--- src/rtl/pcseq_pkg.sv ---
// Shared types and constants for the program-counter / fetch sequencer.
package pcseq_pkg;

    typedef enum logic [1:0] {
        FETCH = 2'd0,
        EXEC  = 2'd1,
        TRAP  = 2'd2,
        HALT  = 2'd3
    } pcseq_state_t;

    localparam logic [3:0]  CAUSE_FETCH_TIMEOUT = 4'hF;
    localparam logic [31:0] DEFAULT_RESET_VEC   = 32'h0000_0000;
    localparam logic [31:0] DEFAULT_EXC_VEC     = 32'h0000_0080;

endpackage

--- src/rtl/pc_sequencer_if.sv ---
// Instruction-memory fetch handshake between the sequencer (master) and IMEM (slave).
interface pc_sequencer_if #(
    parameter int PC_W = 32
);
    logic            fetch_req;
    logic [PC_W-1:0] fetch_addr;
    logic            fetch_ready;

    modport master (output fetch_req, output fetch_addr, input fetch_ready);
    modport slave  (input fetch_req, input fetch_addr, output fetch_ready);
endinterface

--- src/rtl/pc_next_calc.sv ---
// Combinational next-PC candidates: sequential, branch and jump targets.
module pc_next_calc #(
    parameter int PC_W  = 32,
    parameter int IMM_W = 16,
    parameter int JT_W  = 26
) (
    input  logic [PC_W-1:0]  pc,
    input  logic [IMM_W-1:0] branch_off,
    input  logic [JT_W-1:0]  jump_target,
    output logic [PC_W-1:0]  pc_plus4,
    output logic [PC_W-1:0]  branch_pc,
    output logic [PC_W-1:0]  jump_pc
);
    logic [PC_W-1:0] off_words;
    logic [JT_W+1:0] jt_bytes;

    assign pc_plus4  = pc + PC_W'(4);
    assign off_words = PC_W'($signed(branch_off));
    assign branch_pc = pc_plus4 + (off_words << 2);
    assign jt_bytes  = {jump_target, 2'b00};

    // The jump keeps the region bits of pc+4 above the target field, if any remain.
    generate
        if (PC_W > JT_W + 2) begin : g_jump_region
            assign jump_pc = {pc_plus4[PC_W-1:JT_W+2], jt_bytes};
        end else begin : g_jump_trunc
            assign jump_pc = jt_bytes[PC_W-1:0];
        end
    endgenerate

endmodule

--- src/rtl/pc_sequencer.sv ---
// FETCH/EXEC program-counter sequencer with exception entry/return and halt on double fault.
// Optional fetch watchdog enabled by defining PCSEQ_FETCH_TIMEOUT_EN.
//
// state | meaning
// FETCH | fetch_req held with fetch_addr=pc until fetch_ready
// EXEC  | instruction executing; next-PC selected by priority
// TRAP  | one flush cycle after exception entry, pc already at EXC_VEC
// HALT  | double fault; only reset or SYS_load leaves
module pc_sequencer
    import pcseq_pkg::*;
#(
    parameter int          PC_W          = 32,
    parameter int          IMM_W         = 16,
    parameter int          JT_W          = 26,
    parameter logic [31:0] RESET_VEC     = DEFAULT_RESET_VEC,
    parameter logic [31:0] EXC_VEC       = DEFAULT_EXC_VEC,
    parameter int          FETCH_TIMEOUT = 15
) (
    input  logic              SYS_clk,
    input  logic              SYS_reset_n,
    input  logic              SYS_load,
    input  logic [PC_W-1:0]   SYS_pc_val,
    input  logic              stall,
    input  logic              branch_taken,
    input  logic [IMM_W-1:0]  branch_off,
    input  logic              jump,
    input  logic [JT_W-1:0]   jump_target,
    input  logic              exc_req,
    input  logic [3:0]        exc_cause,
    input  logic              eret,
    pc_sequencer_if.master    imem,
    output logic              instr_valid,
    output logic [PC_W-1:0]   pc,
    output logic [PC_W-1:0]   pc_plus4,
    output logic [PC_W-1:0]   epc,
    output logic [3:0]        cause,
    output logic              in_exception,
    output logic              halted
);
    localparam logic [PC_W-1:0] RST_PC = PC_W'(RESET_VEC);
    localparam logic [PC_W-1:0] EXC_PC = PC_W'(EXC_VEC);

    if (PC_W < 8 || FETCH_TIMEOUT < 1) begin : g_bad_params
        $error("pc_sequencer: PC_W must be >= 8 and FETCH_TIMEOUT >= 1");
    end

    pcseq_state_t    state, state_n;
    logic [PC_W-1:0] pc_n, epc_n, branch_pc, jump_pc;
    logic [3:0]      cause_n;
    logic            in_exc_n, halted_n, iv_n, freq_q, freq_n;
    logic            accept, timeout_hit;

    pc_next_calc #(.PC_W(PC_W), .IMM_W(IMM_W), .JT_W(JT_W)) u_calc (
        .pc          (pc),
        .branch_off  (branch_off),
        .jump_target (jump_target),
        .pc_plus4    (pc_plus4),
        .branch_pc   (branch_pc),
        .jump_pc     (jump_pc)
    );

    assign imem.fetch_req  = freq_q;
    assign imem.fetch_addr = pc;
    // A ready is only meaningful while our request is actually on the bus.
    assign accept = (state == FETCH) && freq_q && imem.fetch_ready;

`ifdef PCSEQ_FETCH_TIMEOUT_EN
    localparam int TO_W = $clog2(FETCH_TIMEOUT + 1);
    logic [TO_W-1:0] to_cnt;

    assign timeout_hit = (state == FETCH) && !accept && (to_cnt == TO_W'(FETCH_TIMEOUT - 1));

    always_ff @(posedge SYS_clk or negedge SYS_reset_n) begin
        if (!SYS_reset_n)
            to_cnt <= '0;
        else if (state != FETCH || accept || SYS_load || timeout_hit)
            to_cnt <= '0;
        else
            to_cnt <= to_cnt + 1'b1;
    end
`else
    assign timeout_hit = 1'b0;
`endif

    always_comb begin
        state_n  = state;
        pc_n     = pc;
        epc_n    = epc;
        cause_n  = cause;
        in_exc_n = in_exception;
        halted_n = halted;
        iv_n     = 1'b0;
        if (SYS_load) begin
            pc_n    = SYS_pc_val & ~PC_W'(3);
            state_n = FETCH;
            if (state == HALT) begin
                halted_n = 1'b0;
                in_exc_n = 1'b0;
            end
        end else begin
            case (state)
                FETCH: begin
                    if (accept) begin
                        state_n = EXEC;
                        iv_n    = 1'b1;
                    end else if (timeout_hit) begin
                        if (in_exception) begin
                            state_n  = HALT;
                            halted_n = 1'b1;
                        end else begin
                            epc_n    = pc;
                            cause_n  = CAUSE_FETCH_TIMEOUT;
                            in_exc_n = 1'b1;
                            pc_n     = EXC_PC;
                            state_n  = TRAP;
                        end
                    end
                end
                EXEC: begin
                    if (exc_req) begin
                        if (in_exception) begin
                            state_n  = HALT;
                            halted_n = 1'b1;
                        end else begin
                            epc_n    = pc;
                            cause_n  = exc_cause;
                            in_exc_n = 1'b1;
                            pc_n     = EXC_PC;
                            state_n  = TRAP;
                        end
                    end else if (!stall) begin
                        state_n = FETCH;
                        if (eret && in_exception) begin
                            pc_n     = epc;
                            in_exc_n = 1'b0;
                        end else if (eret)
                            pc_n = pc_plus4;
                        else if (jump)
                            pc_n = jump_pc;
                        else if (branch_taken)
                            pc_n = branch_pc;
                        else
                            pc_n = pc_plus4;
                    end
                end
                TRAP:    state_n = FETCH;
                default: state_n = HALT;
            endcase
        end
        // Request is registered so it drops for the cycle following a load or trap.
        freq_n = (state_n == FETCH) && !SYS_load;
    end

    always_ff @(posedge SYS_clk or negedge SYS_reset_n) begin
        if (!SYS_reset_n) begin
            state        <= FETCH;
            pc           <= RST_PC;
            epc          <= '0;
            cause        <= '0;
            in_exception <= 1'b0;
            halted       <= 1'b0;
            instr_valid  <= 1'b0;
            freq_q       <= 1'b0;
        end else begin
            state        <= state_n;
            pc           <= pc_n;
            epc          <= epc_n;
            cause        <= cause_n;
            in_exception <= in_exc_n;
            halted       <= halted_n;
            instr_valid  <= iv_n;
            freq_q       <= freq_n;
        end
    end

endmodule
--- src/flat_wrapper.sv ---
// flat-port wrapper written by rule: the top's interface ports become plain ports
module pc_sequencer_flat import pcseq_pkg::*;
#(
    parameter int          PC_W          = 32,
    parameter int          IMM_W         = 16,
    parameter int          JT_W          = 26,
    parameter logic [31:0] RESET_VEC     = DEFAULT_RESET_VEC,
    parameter logic [31:0] EXC_VEC       = DEFAULT_EXC_VEC,
    parameter int          FETCH_TIMEOUT = 15
)
  (SYS_clk, SYS_reset_n, SYS_load, SYS_pc_val, stall, branch_taken, branch_off, jump, jump_target, exc_req, exc_cause, eret, instr_valid, pc, pc_plus4, epc, cause, in_exception, halted, imem_fetch_req, imem_fetch_addr, imem_fetch_ready);
  pc_sequencer_if #(.PC_W(PC_W)) imem_i ();
  input  logic SYS_clk;
  input  logic SYS_reset_n;
  input  logic SYS_load;
  input  logic [PC_W-1:0] SYS_pc_val;
  input  logic stall;
  input  logic branch_taken;
  input  logic [IMM_W-1:0] branch_off;
  input  logic jump;
  input  logic [JT_W-1:0] jump_target;
  input  logic exc_req;
  input  logic [3:0] exc_cause;
  input  logic eret;
  output logic instr_valid;
  output logic [PC_W-1:0] pc;
  output logic [PC_W-1:0] pc_plus4;
  output logic [PC_W-1:0] epc;
  output logic [3:0] cause;
  output logic in_exception;
  output logic halted;
  output wire logic [$bits(imem_i.fetch_req)-1:0] imem_fetch_req;
  output wire logic [$bits(imem_i.fetch_addr)-1:0] imem_fetch_addr;
  input wire logic [$bits(imem_i.fetch_ready)-1:0] imem_fetch_ready;
  assign imem_fetch_req = imem_i.fetch_req;
  assign imem_fetch_addr = imem_i.fetch_addr;
  assign imem_i.fetch_ready = imem_fetch_ready;
  pc_sequencer #(.PC_W(PC_W), .IMM_W(IMM_W), .JT_W(JT_W), .RESET_VEC(RESET_VEC), .EXC_VEC(EXC_VEC), .FETCH_TIMEOUT(FETCH_TIMEOUT)) u_core (.SYS_clk(SYS_clk), .SYS_reset_n(SYS_reset_n), .SYS_load(SYS_load), .SYS_pc_val(SYS_pc_val), .stall(stall), .branch_taken(branch_taken), .branch_off(branch_off), .jump(jump), .jump_target(jump_target), .exc_req(exc_req), .exc_cause(exc_cause), .eret(eret), .imem(imem_i), .instr_valid(instr_valid), .pc(pc), .pc_plus4(pc_plus4), .epc(epc), .cause(cause), .in_exception(in_exception), .halted(halted));
endmodule
--- config.mk ---
export PLATFORM = sky130hd
export DESIGN_NAME = pc_sequencer_flat
export DESIGN_NICKNAME = d
export VERILOG_FILES = /design/src/rtl/pcseq_pkg.sv /design/src/rtl/pc_sequencer_if.sv /design/src/rtl/pc_next_calc.sv /design/src/rtl/pc_sequencer.sv /design/src/flat_wrapper.sv
export SDC_FILE = /design/constraint.sdc
export NUM_CORES = 1
export LEC_CHECK = 0
export CAP_MARGIN = 20
export CELL_PAD_IN_SITES_DETAIL_PLACEMENT = 0
export CELL_PAD_IN_SITES_GLOBAL_PLACEMENT = 1
export CORE_ASPECT_RATIO = 1.25
export CORE_MARGIN = 2
export CORE_UTILIZATION = 36
export DETAILED_ROUTE_END_ITERATION = 10
export GPL_TIMING_DRIVEN = 0
export PLACE_DENSITY_LB_ADDON = 0.1
export RECOVER_POWER = 25
export SLEW_MARGIN = 20
export SYNTH_ARGS = -nofsm -noshare
export SYNTH_HDL_FRONTEND = slang
export SYNTH_SLANG_ARGS = --single-unit
--- constraint.sdc ---
create_clock -name SYS_clk -period 8.5 [get_ports SYS_clk]
set_input_delay 1.7 -clock SYS_clk [delete_from_list [all_inputs] [get_ports SYS_clk]]
set_output_delay 1.7 -clock SYS_clk [all_outputs]
set_load 0.02 [all_outputs]
==> flow_summary.toml <==
[sta]
tns_ns = 0
setup_viol = 0
finalClockSkew_ns = 0.00642
period_needed_ns = 5.42
worst_pin_slew_ns = 2.54
fmax_mhz = 185
post-route-period-util = 0.637
setup_slack_ns = 3.08
hold_violations = 0
rsz0062_at_grt = "no"
slew_viol_final = 77
max_slew_margin = -0.692

[logic_synthesis]
synth-seq-cells = 74
synth.avg_cell_area_um2 = 8.58
yosys_warnings = 0
yosys.area.top_type = "dfrtp_1"
postSynth.asyncResetShare = 1.00
synth.cell_area_um2 = 6130
synth-main-ff-cell = "dfrtp_1"
synth_top_area_frac = 0.302
synth_edf_count = 0
synth_cell_types = 67
ys_seq_area_frac = 0.302
syn_inst = 715
ys_top_cells_by_area = "dfrtp_1 30%, ha_1 6.9%, mux2_2 6.6%, a21oi_1 4.6%, buf_4 4.2%"
syn_nets = 837

[setup_path]
critPathKind = "register to output pin"
r2r_setup_slack_ns = 4.07
start_kind = "register"
timing.rr.end = "u_core.imem.fetch_addr[31]$_DFFE_PN0P_"
r2r_cells = 17
cp_max_fo = 9
crit_required_ns = 6.80
endpoint_kind = "output pin"
r2r-start = "u_core.imem.fetch_addr[2]$_DFFE_PN0P_"
cp.arrival_ns = 3.72

[global_routing]
track_usage = 0.279
grt_max_degree = 44
first_global_vias = 6550
grt_overflow_total = 0
grt_pass1_wl_um = 37900
grt_antenna_before_repair = 0

[die]
initial_core_util = 0.366
rows = 53
ios = 223
die_x_um = 121
fp.dieArea_um2 = 18100
core_area_um2 = 16800
dieHeight_um = 150

[clock_network]
post_cts_resized = 0
postCtsHoldBufs = 0
cts-root-buf = "clkbuf_16"
cts.sinks = 74
cts.path.max_buffers = 2
cts_tree = "done"
numCtsBuffers = 9
clock_latency_ns = 0.36
htreeDepth = 3
cts_setup_buffers = 0
clkTransAtPathRegs_ns = 0.07

[place]
place_inst = 1153
dp_slack_ns = 3.38
port-buffer-count = 217
dp_hpwl_um = 19500
routabilityCongestion = 0.909

[power]
p_leak_nw = 3.72
power_mw = 1.65
ir_drop_mv = 0.0879
p_per_area_nw_per_um2 = 186

[route]
detail-route-antenna-nets = 0
first_iter_violations = 394
remaining_drc_errors = 0
firstDrtPassIters = 5
avgRoutedWirePerCell_um = 21.6
via_count = 6550
wirelength_um = 25300
via_per_inst = 5.60

[run]
cap_violations = 2

[worst_hold_path]
hold_depth = 2
hp-start = "u_core.halted$_DFFE_PN0P_"
min_to = "u_core.halted$_DFFE_PN0P_"
hold_class = "register to register"

[final_layout]
mostFrequentLayoutCell = "clkdlybuf4s50_1"
layout_common_cells = "216 x clkdlybuf4s50_1, 74 x dfrtp_1, 68 x nor2_1, 62 x nand2_1, 56 x a21oi_1"
fillers = 1603
layout.cells.non_filler = 1169
drive_gt1_frac = 0.111
syn2layout_area_growth_pct = 44.7
n_antenna_cell = 0
fin_nets = 1066

[status]
outcome = "finished with violations"
violations = "capacitance limit, slew limit"
==> worst max-delay path by stage <==
stage,start,endpoint,slack [ns],cells after the start
2_1_floorplan,u_core.imem.fetch_addr[2]$_DFFE_PN0P_,u_core.imem.fetch_addr[31]$_DFFE_PN0P_,4.53,16
3_3_place_gp,SYS_reset_n,u_core.epc[27]$_DFFE_PN0P_,2.94,1
3_5_place_dp,branch_off[15],u_core.imem.fetch_addr[31]$_DFFE_PN0P_,3.38,11
4_1_cts,u_core.imem.fetch_addr[2]$_DFFE_PN0P_,pc_plus4[30],3.08,7
5_1_grt,SYS_reset_n,u_core.imem.fetch_addr[29]$_DFFE_PN0P_,2.80,2
6_report,u_core.imem.fetch_addr[2]$_DFFE_PN0P_,pc_plus4[30],3.08,7
==> Yosys cell counts (10+ instances only) <==
library cell,n
dfrtp_1,74
nand4_1,11
buf_4,34
nor2_1,68
xnor2_1,29
nand2_1,62
o22ai_1,13
a21o_1,10
o221ai_1,14
clkbuf_1,28
xor2_1,22
mux2_2,36
o21a_1,12
ha_1,34
inv_1,20
o21ai_0,34
nand3_1,12
a21oi_1,56
==> where the power goes <==
group,switching (mW),internal [mW]
Clock,0.182,0.203
Combinational,0.426,0.368
Sequential,0.0703,0.398
Total,0.678,0.969
==> logic make-up after synthesis <==
family | synth area share
buffers and inverters | 0.0759
adder cells (fa/ha/maj) | 0.0726
AO/OA/AOI/OAI | 0.243
AND/OR/NAND/NOR | 0.161
flip-flops | 0.302
multiplexers | 0.0726
XOR/XNOR | 0.0728
==> registers in the layout, indices dropped and copies added, names as in the netlist <==
signal,flops
u_core.imem.fetch_req,1
u_core.cause,4
u_core.imem.fetch_addr,32
u_core.halted,1
u_core.state,2
u_core.epc,32
u_core.instr_valid,1
u_core.in_exception,1
==> stage by stage <==
stage | util | hold slack, ns | area [µm²]
2_1_floorplan | - | 0.595 | 6130
3_3_place_gp | 0.511 | 0.489 | 8580
3_5_place_dp | 0.513 | 0.497 | 8610
4_1_cts | 0.530 | 0.515 | 8900
5_1_grt | 0.529 | 0.541 | 8870
6_report | 0.529 | 0.505 | 8870
==> layer usage <==
layer	up-vias	track usage	wire, µm
met5	-	0	0
met1	3146	0.342	10300
met4	0	0.0953	631
met2	300	0.488	12600
li1	3058	-	-
met3	46	0.0514	1720
==> area by class of cell <==
type | instances | area, µm² | area share
multi-input cells | 553 | 3820 | 0.431
plain buffers | 68 | 390 | 0.0440
clock inverters | 7 | 60.1 | 0.00677
clock buffers | 9 | 225 | 0.0254
well taps | 220 | 275 | 0.0310
flip-flops and latches | 74 | 1850 | 0.209
inverters | 20 | 75.1 | 0.00846
repair buffers | 218 | 2170 | 0.245
==> worst max-delay path, stage by stage (launching register included) <==
cell	delay (ns)
dfrtp_1	0.53
ha_1	0.26
nand4_1	0.23
nor3_2	0.58
and4_1	0.42
and4_1	0.25
xor2_1	0.40
clkdlybuf4s50_1	0.70
No activity file was read; power rests on OpenSTA's default activity.
